`src/rtl/timer_multi_pkg.sv`:
```
// Shared types and register map for the multi-channel bus timer.
// Channel/master FSM states, register offsets and bit positions.
package timer_multi_pkg;

  typedef enum logic [1:0] {
    CH_IDLE  = 2'd0,
    CH_FETCH = 2'd1,
    CH_RUN   = 2'd2
  } ch_state_e;

  typedef enum logic [1:0] {
    M_IDLE = 2'd0,
    M_REQ  = 2'd1,
    M_READ = 2'd2
  } m_state_e;

  localparam logic [1:0] REG_CTRL      = 2'd0;
  localparam logic [1:0] REG_LOAD_ADDR = 2'd1;
  localparam logic [1:0] REG_STATUS    = 2'd2;
  localparam logic [1:0] REG_COUNT     = 2'd3;
  localparam logic [7:0] PRESCALE_ADDR = 8'hF0;

  localparam int CTRL_EN  = 0;
  localparam int CTRL_PER = 1;
  localparam int CTRL_IE  = 2;

  localparam int ST_PEND  = 0;
  localparam int ST_RUN   = 1;
  localparam int ST_FETCH = 2;

endpackage

```
`src/rtl/timer_multi_ch.sv`:
```
// One timer channel: CTRL/LOAD_ADDR/LOAD/COUNT/PEND, channel FSM, expiry.
// Ports: register write strobes + data, tick, load delivery, read views, irq.
module timer_multi_ch
  import timer_multi_pkg::*;
#(
  parameter int CNT_W = 8
) (
  input  logic             clk,
  input  logic             reset,
  input  logic             wr_ctrl,
  input  logic             wr_laddr,
  input  logic             wr_status,
  input  logic [7:0]       wdata,
  input  logic             tick,
  input  logic             load_vld,
  input  logic [CNT_W-1:0] load_val,
  input  logic             served,
  output logic [7:0]       ctrl_o,
  output logic [7:0]       laddr_o,
  output logic [7:0]       status_o,
  output logic [7:0]       count_o,
  output logic             fetch_req,
  output logic             irq
);

  ch_state_e        st_q, st_d;
  logic             en_q, en_d;
  logic             per_q, per_d;
  logic             ie_q, ie_d;
  logic             pend_q, pend_d;
  logic [7:0]       laddr_q, laddr_d;
  logic [CNT_W-1:0] load_q, load_d;
  logic [CNT_W-1:0] count_q, count_d;

  always_comb begin
    st_d    = st_q;
    en_d    = en_q;
    per_d   = per_q;
    ie_d    = ie_q;
    pend_d  = pend_q;
    laddr_d = laddr_q;
    load_d  = load_q;
    count_d = count_q;
    if (wr_ctrl) begin
      en_d  = wdata[CTRL_EN];
      per_d = wdata[CTRL_PER];
      ie_d  = wdata[CTRL_IE];
    end
    if (wr_laddr) laddr_d = wdata;
    if (wr_status && wdata[ST_PEND]) pend_d = 1'b0;
    unique case (st_q)
      CH_IDLE: begin
        if (wr_ctrl && wdata[CTRL_EN] && !en_q) st_d = CH_FETCH;
      end
      CH_FETCH: begin
        // A fetch already owned by the master must finish before
        // an abandoned channel may drop back to idle.
        if (load_vld) begin
          if (en_d) begin
            st_d    = CH_RUN;
            load_d  = load_val;
            count_d = load_val;
          end else begin
            st_d = CH_IDLE;
          end
        end else if (!en_d && !served) begin
          st_d = CH_IDLE;
        end
      end
      CH_RUN: begin
        if (!en_d) begin
          st_d = CH_IDLE;
        end else if (tick) begin
          if (count_q != '0) begin
            count_d = count_q - 1'b1;
          end else begin
            pend_d = 1'b1;
            if (per_d) begin
              count_d = load_q;
            end else begin
              en_d = 1'b0;
              st_d = CH_IDLE;
            end
          end
        end
      end
      default: st_d = CH_IDLE;
    endcase
  end

  always_ff @(posedge clk or posedge reset) begin
    if (reset) begin
      st_q    <= CH_IDLE;
      en_q    <= 1'b0;
      per_q   <= 1'b0;
      ie_q    <= 1'b0;
      pend_q  <= 1'b0;
      laddr_q <= '0;
      load_q  <= '0;
      count_q <= '0;
    end else begin
      st_q    <= st_d;
      en_q    <= en_d;
      per_q   <= per_d;
      ie_q    <= ie_d;
      pend_q  <= pend_d;
      laddr_q <= laddr_d;
      load_q  <= load_d;
      count_q <= count_d;
    end
  end

  assign ctrl_o    = {5'b0, ie_q, per_q, en_q};
  assign laddr_o   = laddr_q;
  assign status_o  = {5'b0, st_q == CH_FETCH, st_q == CH_RUN, pend_q};
  assign count_o   = count_q[7:0];
  assign fetch_req = (st_q == CH_FETCH) && en_q;
  assign irq       = pend_q && ie_q;

endmodule

```
`src/rtl/timer_multi.sv`:
```
// Multi-channel timer: prescaler, load-fetch bus master, register file.
// Ports: slave S_* register bus, master M_* read port, ORed interrupt.
module timer_multi
  import timer_multi_pkg::*;
#(
  parameter int NUM_CH = 2,
  parameter int CNT_W  = 8
) (
  input  logic       clk,
  input  logic       reset,
  input  logic       S_sel,
  input  logic [7:0] S_address,
  input  logic       S_wr,
  input  logic [7:0] S_din,
  output logic [7:0] S_dout,
  output logic       M_req,
  input  logic       M_grant,
  output logic [7:0] M_address,
  output logic       M_wr,
  output logic [7:0] M_dout,
  input  logic [7:0] M_din,
  output logic       interrupt
);

  localparam int NB = CNT_W / 8;
  localparam int BW = (NB > 1) ? $clog2(NB) : 1;
  localparam int CW = (NUM_CH > 1) ? $clog2(NUM_CH) : 1;

  logic             wr_en, rd_en, wr_pre, tick;
  logic [7:0]       pre_q, pre_d;
  logic [7:0]       scale_q, scale_d;
  logic [7:0]       rdata;

  logic [NUM_CH-1:0] wr_ctrl, wr_la, wr_st;
  logic [NUM_CH-1:0] ld_vld, served, freq, irq;
  logic [7:0]        ctrl_r [NUM_CH];
  logic [7:0]        la_r   [NUM_CH];
  logic [7:0]        st_r   [NUM_CH];
  logic [7:0]        cnt_r  [NUM_CH];

  m_state_e         m_st_q, m_st_d;
  logic [CW-1:0]    ch_q, ch_d;
  logic [7:0]       base_q, base_d;
  logic [BW-1:0]    byte_q, byte_d;
  logic [CNT_W-1:0] buf_q, buf_d;
  logic             done;

  assign wr_en  = S_sel && S_wr;
  assign rd_en  = S_sel && !S_wr;
  assign wr_pre = wr_en && (S_address == PRESCALE_ADDR);
  assign tick   = (pre_q == scale_q);

  always_comb begin
    scale_d = scale_q;
    pre_d   = tick ? 8'h00 : pre_q + 8'h01;
    if (wr_pre) begin
      scale_d = S_din;
      pre_d   = 8'h00;
    end
  end

  always_comb begin
    rdata = 8'h00;
    if (S_address == PRESCALE_ADDR) rdata = scale_q;
    for (int i = 0; i < NUM_CH; i++) begin
      wr_ctrl[i] = wr_en && (S_address == {6'(i), REG_CTRL});
      wr_la[i]   = wr_en && (S_address == {6'(i), REG_LOAD_ADDR});
      wr_st[i]   = wr_en && (S_address == {6'(i), REG_STATUS});
      if (S_address[7:2] == 6'(i)) begin
        unique case (S_address[1:0])
          REG_CTRL:      rdata = ctrl_r[i];
          REG_LOAD_ADDR: rdata = la_r[i];
          REG_STATUS:    rdata = st_r[i];
          REG_COUNT:     rdata = cnt_r[i];
          default:       rdata = 8'h00;
        endcase
      end
    end
  end

  assign S_dout = rd_en ? rdata : 8'h00;

  always_comb begin
    m_st_d = m_st_q;
    ch_d   = ch_q;
    base_d = base_q;
    byte_d = byte_q;
    buf_d  = buf_q;
    done   = 1'b0;
    unique case (m_st_q)
      M_IDLE: begin
        // Descending scan leaves the lowest requester selected.
        for (int i = NUM_CH - 1; i >= 0; i--) begin
          if (freq[i]) begin
            ch_d   = CW'(i);
            base_d = la_r[i];
            byte_d = '0;
            m_st_d = M_REQ;
          end
        end
      end
      M_REQ: begin
        if (M_grant) m_st_d = M_READ;
      end
      M_READ: begin
        if (M_grant) begin
          for (int b = 0; b < NB; b++) begin
            if (byte_q == BW'(b)) buf_d[8*b +: 8] = M_din;
          end
          if (byte_q == BW'(NB - 1)) begin
            done   = 1'b1;
            m_st_d = M_IDLE;
          end else begin
            byte_d = byte_q + 1'b1;
          end
        end
      end
      default: m_st_d = M_IDLE;
    endcase
    for (int i = 0; i < NUM_CH; i++) begin
      served[i] = (m_st_q != M_IDLE) && (ch_q == CW'(i));
      ld_vld[i] = done && (ch_q == CW'(i));
    end
  end

  always_ff @(posedge clk or posedge reset) begin
    if (reset) begin
      pre_q   <= '0;
      scale_q <= '0;
      m_st_q  <= M_IDLE;
      ch_q    <= '0;
      base_q  <= '0;
      byte_q  <= '0;
      buf_q   <= '0;
    end else begin
      pre_q   <= pre_d;
      scale_q <= scale_d;
      m_st_q  <= m_st_d;
      ch_q    <= ch_d;
      base_q  <= base_d;
      byte_q  <= byte_d;
      buf_q   <= buf_d;
    end
  end

  for (genvar g = 0; g < NUM_CH; g++) begin : g_ch
    timer_multi_ch #(.CNT_W(CNT_W)) u_ch (
      .clk       (clk),
      .reset     (reset),
      .wr_ctrl   (wr_ctrl[g]),
      .wr_laddr  (wr_la[g]),
      .wr_status (wr_st[g]),
      .wdata     (S_din),
      .tick      (tick),
      .load_vld  (ld_vld[g]),
      .load_val  (buf_d),
      .served    (served[g]),
      .ctrl_o    (ctrl_r[g]),
      .laddr_o   (la_r[g]),
      .status_o  (st_r[g]),
      .count_o   (cnt_r[g]),
      .fetch_req (freq[g]),
      .irq       (irq[g])
    );
  end

  assign M_req     = (m_st_q != M_IDLE);
  assign M_address = (m_st_q == M_READ) ? base_q + 8'(byte_q) : 8'h00;
  assign M_wr      = 1'b0;
  assign M_dout    = 8'h00;
  assign interrupt = |irq;

endmodule

```
`config.mk`:
```
export PLATFORM = sky130hd
export DESIGN_NAME = timer_multi
export DESIGN_NICKNAME = d
export VERILOG_FILES = /design/src/rtl/timer_multi_pkg.sv /design/src/rtl/timer_multi_ch.sv /design/src/rtl/timer_multi.sv
export SDC_FILE = /design/constraint.sdc
export NUM_CORES = 1
export LEC_CHECK = 0
export CAP_MARGIN = 25
export CORE_MARGIN = 2
export CORE_UTILIZATION = 59
export CTS_BUF_LIST = sky130_fd_sc_hd__clkbuf_2
export DETAILED_ROUTE_END_ITERATION = 7
export GPL_ROUTABILITY_DRIVEN = 1
export PLACE_DENSITY = 0.87
export SLEW_MARGIN = 25
export SYNTH_ARGS = -nofsm -noshare
export SYNTH_HDL_FRONTEND = slang
export SYNTH_SLANG_ARGS = --single-unit
```
`constraint.sdc`:
```
create_clock -name clk -period 3.6 [get_ports clk]
set_clock_uncertainty 0.15 [all_clocks]
set_input_delay 0.72 -clock clk [delete_from_list [all_inputs] [get_ports clk]]
set_output_delay 0.72 -clock clk [all_outputs]
set_load 0.01 [all_outputs]
```
# Yosys cells after proc, flatten, opt, wreduce, memory -nomap -nowiden
# Cells that the tools add are included.
[word_totals]
ff_bits = 96
in_bits = 29
output_inout_bits = 27
[classes]
add_sub_neg = 5
eq_ne = 41
muxes = 86
bitwise_logic = 1
reduce_logical = 55
[op_table]
columns = ["cell", "count"]
rows = [
  ["$mux W8", 24],
  ["$pmux W8 S4", 2],
  ["$mux W2", 21],
  ["$mux W1", 33],
  ["$pmux W8 S2", 2],
  ["$logic_and A1 B1 Y1", 25],
  ["$eq A8 B3 Y1 const B", 3],
  ["$ne A3 B3 Y1 const B", 6],
  ["$pmux W2 S3", 3],
  ["$ne A2 B1 Y1 const B", 8],
  ["$reduce_bool A8 Y1", 2],
  ["$sub A8 B1 Y8 const B", 2],
  ["$ne A3 B1 Y1 const B", 5],
  ["$reduce_and A6 Y1", 2],
  ["$eq A2 B2 Y1 const B", 5],
  ["$ne A2 B2 Y1 const B", 5],
  ["$reduce_and A5 Y1", 2],
  ["$reduce_bool A2 Y1", 5],
  ["$reduce_and A3 Y1", 3],
  ["$add A8 B1 Y8", 1],
  ["$add A8 B1 Y8 const B", 1],
  ["$eq A2 B1 Y1 const B", 4],
  ["$eq A8 B1 Y1 const B", 1],
  ["$eq A8 B2 Y1 const B", 1],
  ["other kinds (13)", 22],
]

# Depth between registers and ports, before layout
[depth]
depth_word = 8
ltp_mapped = 10

# By module
# Synthesis repeated with hierarchy kept, for this count alone.
[hier_totals]
cells_unflattened = 544
area_unflattened_um2 = 5955.7
[modules_own_cells]
columns = ["module", "instances", "cells_each", "area_each_um2", "seq_area_each_um2"]
rows = [
  ["timer_multi", 1, 218, 2474.9, 875.8],
  ["timer_multi_ch (g_ch[1].u_ch)", 1, 164, 1765.4, 750.7],
  ["timer_multi_ch (g_ch[0].u_ch)", 1, 162, 1715.4, 750.7],
]

# Worst setup path after synthesis
# No wires, ideal clock.
[synth_path]
path_type = "input to output"
startpoint = "input port S_address[3]"
endpoint = "output port S_dout[5]"
arrival_ps = 2295
required_ps = 2730
setup_slack_ps = 435
path_stages = 4
path_cell_list = "or2_2 nor4_1 a211oi_1 a211oi_1"
[synth_between]
elab_chain_cells = 5
elab_cells_between_ends = 7
classes_between = "eq/ne: 2; mux: 4; reduce/logical: 1"
[synth_lines]
columns = ["element", "line_no", "source"]
rows = [
  ["from (decl)", "timer_multi.sv:12", "input logic [7:0] S_address,"],
  ["$eq A8 B8 Y1", "timer_multi.sv:64", "if (S_address == PRESCALE_ADDR) rdata = scale_q;"],
  ["$mux W8", "timer_multi.sv:64", ""],
  ["$mux W8", "timer_multi.sv:69", "if (S_address[7:2] == 6'(i)) begin"],
  ["$mux W8 (*)", "timer_multi.sv:69", ""],
  ["$mux W8 (*)", "timer_multi.sv:81", "assign S_dout = rd_en ? rdata : 8'h00;"],
  ["to (decl)", "timer_multi.sv:15", "output logic [7:0] S_dout,"],
]
# Every way passes the cells marked *; elsewhere a longest branch is shown, timed or not.

# Final worst setup path
[layout_path]
startpoint = "input port S_address[6]"
endpoint = "output port S_dout[6]"
# The elaborated chain is that of the path after synthesis.

==> run metrics <==
status completed; Gate power share 13.6%; Fmax 283 MHz; DR WL met3 1.05 mm; WS Path Type input pin to output port; Ys Warns 0; Final Power 2.04 mW; fin crit period 3530 ps; P_leak 3.03 nW; Max Used Layer met4; Worst setup SP type input pin; Remaining Overflow, GRT 0; critical path endpoint category output port; Post-CTS Hold Buffers 0; Top delay family on crit path simple AND/OR/NAND/NOR gates; share of cells above drive strength 1 18.5%; main combinational cell family by area after synthesis multiplexers; most frequent cells in the layout dfrtp_1, nor2_1, a21oi_1; xor/xnor share of the synthesized area 3.66%; pin count of the biggest net entering global routing 80; gp weighted congestion 0.917; most frequent CP cell a21oi_1; crit path DAT 2660 ps; Worst-Margin Slew 638 ps; Cells after Synth 512; most common cell after layout, fill and taps aside dfrtp_1; average cell area after synthesis 10.3 µm²; sequential share of power 56.7%; mux contribution to synthesized area 17.2%; clock tree sinks 95; Area Growth Syn to Fin 16.7%; sw frac 28.3%; Adder-Cell Fraction of Synth Area 1.19%; diodes inserted 0; Post-Syn Area 0.00527 mm²; first-pass GRT wire length 21.6 mm; HPWL Detailed 9.81 mm; max-capacitance violation count 0; Post-CTS Setup Bufs 0; Net Switching 0.576 mW; fin cells 692; total track usage 28.1%; met1 wire length 5.06 mm; cts bufs inserted 9; routed via count 4365; Reg area 0.00238 mm²; Die X 98.5 µm; WL/cell 19.1 µm; Post-Place Setup Slack -376 ps; CTS Buffer Depth 2; Required @ worst endpoint 2730 ps; P_int 1.46 mW; fraction of registers with async set/reset 100%; Worst Path Buf+Inv 3; worst skew pair latency 550 ps; detailed route wirelength on metal2 6.68 mm; total wire length 13.2 mm; First DRT Iteration DRCs 437; area of the multi-input gates 0.00268 mm²; via/cell ratio 6.31; peak supply drop 0.000310 V; simple-gate share of the synthesized area 16.2%; # fillers 657; core area 0.00868 mm²; 1st-pass router iterations 5; Port Buf Inserts 46; TritonCTS clock tree built; Post-route DRC 0; Yosys reg bits 95; part of the Yosys area used for sequential elements 45.2%; Synth Area in Compound Gates 11.9%; critical-path cell list clkdlybuf4s50_1 -> or4_4 -> nor2_4 -> nand2_1 -> buf_4 -> nor2_1 -> a21oi_1 -> a21oi_1 -> dlygate4sd2_1; Fin. Hold Viols 0; I/O pin count 56; Netlist cell types 65; worst hold path class input pin to async pin; Final nets 613; antenna viol nets, final 0; die area 0.00970 mm²; RSZ-0062 raised after global routing no; Slowest Stage Delay on Critical Path 550 ps; Max-slew headroom 56.2%; Die Y 98.5 µm; CP max FO 4; initial antenna violation count 0; vias in the first global route 4390; final core utilization 70.8%; Worst-path clk slew 250 ps; H-tree levels 3; placed cell count 676; Final Setup Violations 0; CP max-delay cell or4_4; Slew Limit Fails 0; final worst setup slack 70.8 ps; Clock Power Share 29.7%; Root Buffer Master clkbuf_2; period utilization 98.0%; top_reg_cell synth dfrtp_1; FP Rows 34; Post-synth EDFFs 0; Initial Util 60.7%; power density over the cells 332 mW/mm²
## state kept, by name, indices dropped and copies added (netlist names), 4 cells and up
register and cells:
g_ch.u_ch.count_o 16, g_ch.u_ch.laddr_o 16, g_ch.u_ch.load_q 16, base_q 8
buf_q 8, pre_q 8, scale_q 8, g_ch.u_ch.st_q 4
## worst register-to-register path, delay by kind of cell (launching register included)
kind                     cells  cell delay, ps
AO/OA/AOI/OAI                1             160
adder cells (fa/ha/maj)      1             210
flip-flops                   1             510
multiplexers                 1             370
buffers and inverters        1             120
AND/OR/NAND/NOR              4            1360
## path summary, 6_finish.rpt
path | start | end | slack (ps) | cells after the start
setup / recovery | S_address[6] | S_dout[6] | 70 | 9
hold / removal | reset | pre_q[1] | 220 | 2
setup reg to reg | g_ch[0].u_ch.count_o[0] | g_ch[0].u_ch.count_o[3] | 630 | 8
hold reg to reg | m_st_q[1] | m_st_q[1] | 390 | 1
max in group asynchronous | reset | g_ch[0].u_ch.load_q[0] | 2380 | 3
min in group clk | m_st_q[1] | m_st_q[1] | 390 | 1
## layout make-up
cell class              instances  area share, %
multi-input cells             376           43.6
repair buffers                 79           12.1
clock inverters                 7           1.55
clock buffers                   9          0.733
well taps                     108           2.20
inverters                      18           1.12
flip-flops and latches         95           38.7
## power groups by stage
stage | logic (mW) | clock network, mW | registers (mW)
detailed placement | 0.274 | 0 | 1.17
CTS | 0.276 | 0.619 | 1.15
global route | 0.306 | 0.660 | 1.16
global placement | 0.261 | 0 | 1.17
finish | 0.277 | 0.605 | 1.15
floorplan | 0.173 | 0 | 1.16
## timing repair
item	CTS	global route
cloned	0	0
endpoints found under the setup margin	8	6
resized for setup	12	2
pin swaps	0	0
## per-layer routing
layer	up-vias	global-route usage [%]
met5	-	0
met4	0	10.7
met3	52	5.60
met2	257	46.8
met1	2113	36.7
li1	1943	-
## Yosys cell counts (3+ instances only)
cell type	instances	area share, %
dfrtp_1	95	45
nor2_1	59	4.2
a21oi_1	48	4.6
mux2_2	37	7.9
nand2_1	27	1.9
mux2i_1	26	4.9
inv_1	18	1.3
nand3_1	15	1.4
clkbuf_1	13	0.93
o21ai_0	13	1.2
xor2_1	13	2.2
buf_4	10	1.4
and2_1	9	1.1
xnor2_1	9	1.5
mux2_1	7	1.5
nor3_1	7	0.67
mux4_2	6	2.6
nor2b_1	6	0.71
o211ai_1	6	0.86
ha_1	5	1.2
a22oi_1	4	0.57
a31oi_1	4	0.48
and3_1	4	0.48
nand4_1	4	0.48
nor3b_1	4	0.57
nor4_1	4	0.48
a211o_1	3	0.50
a211oi_1	3	0.43
buf_1	3	0.21
buf_6	3	0.64
nand2b_1	3	0.36
o21ai_1	3	0.29
## per-stage QoR
stage	TNS (ps)	hold WS [ps]	area, µm²
after CTS	0	214	6130
after floorplan	0	310	5300
after detailed placement	-2300	360	6000
after global routing	0	223	6140
after global placement	-1880	328	6000
final	0	223	6140
## cells by family (layout without fill, tap and decap cells)
kind of cell               Yosys count  count (layout)
adders and majority gates            5               5
xor gates and xnor gates            22              22
buffers and inverters               49             113
muxes                               77              77
and+or+nand+nor                    163             163
AOI/OAI and AO/OA                  100             100
DFF                                 95              95
other                                1               9
No activity file was read; power rests on OpenSTA's default activity.
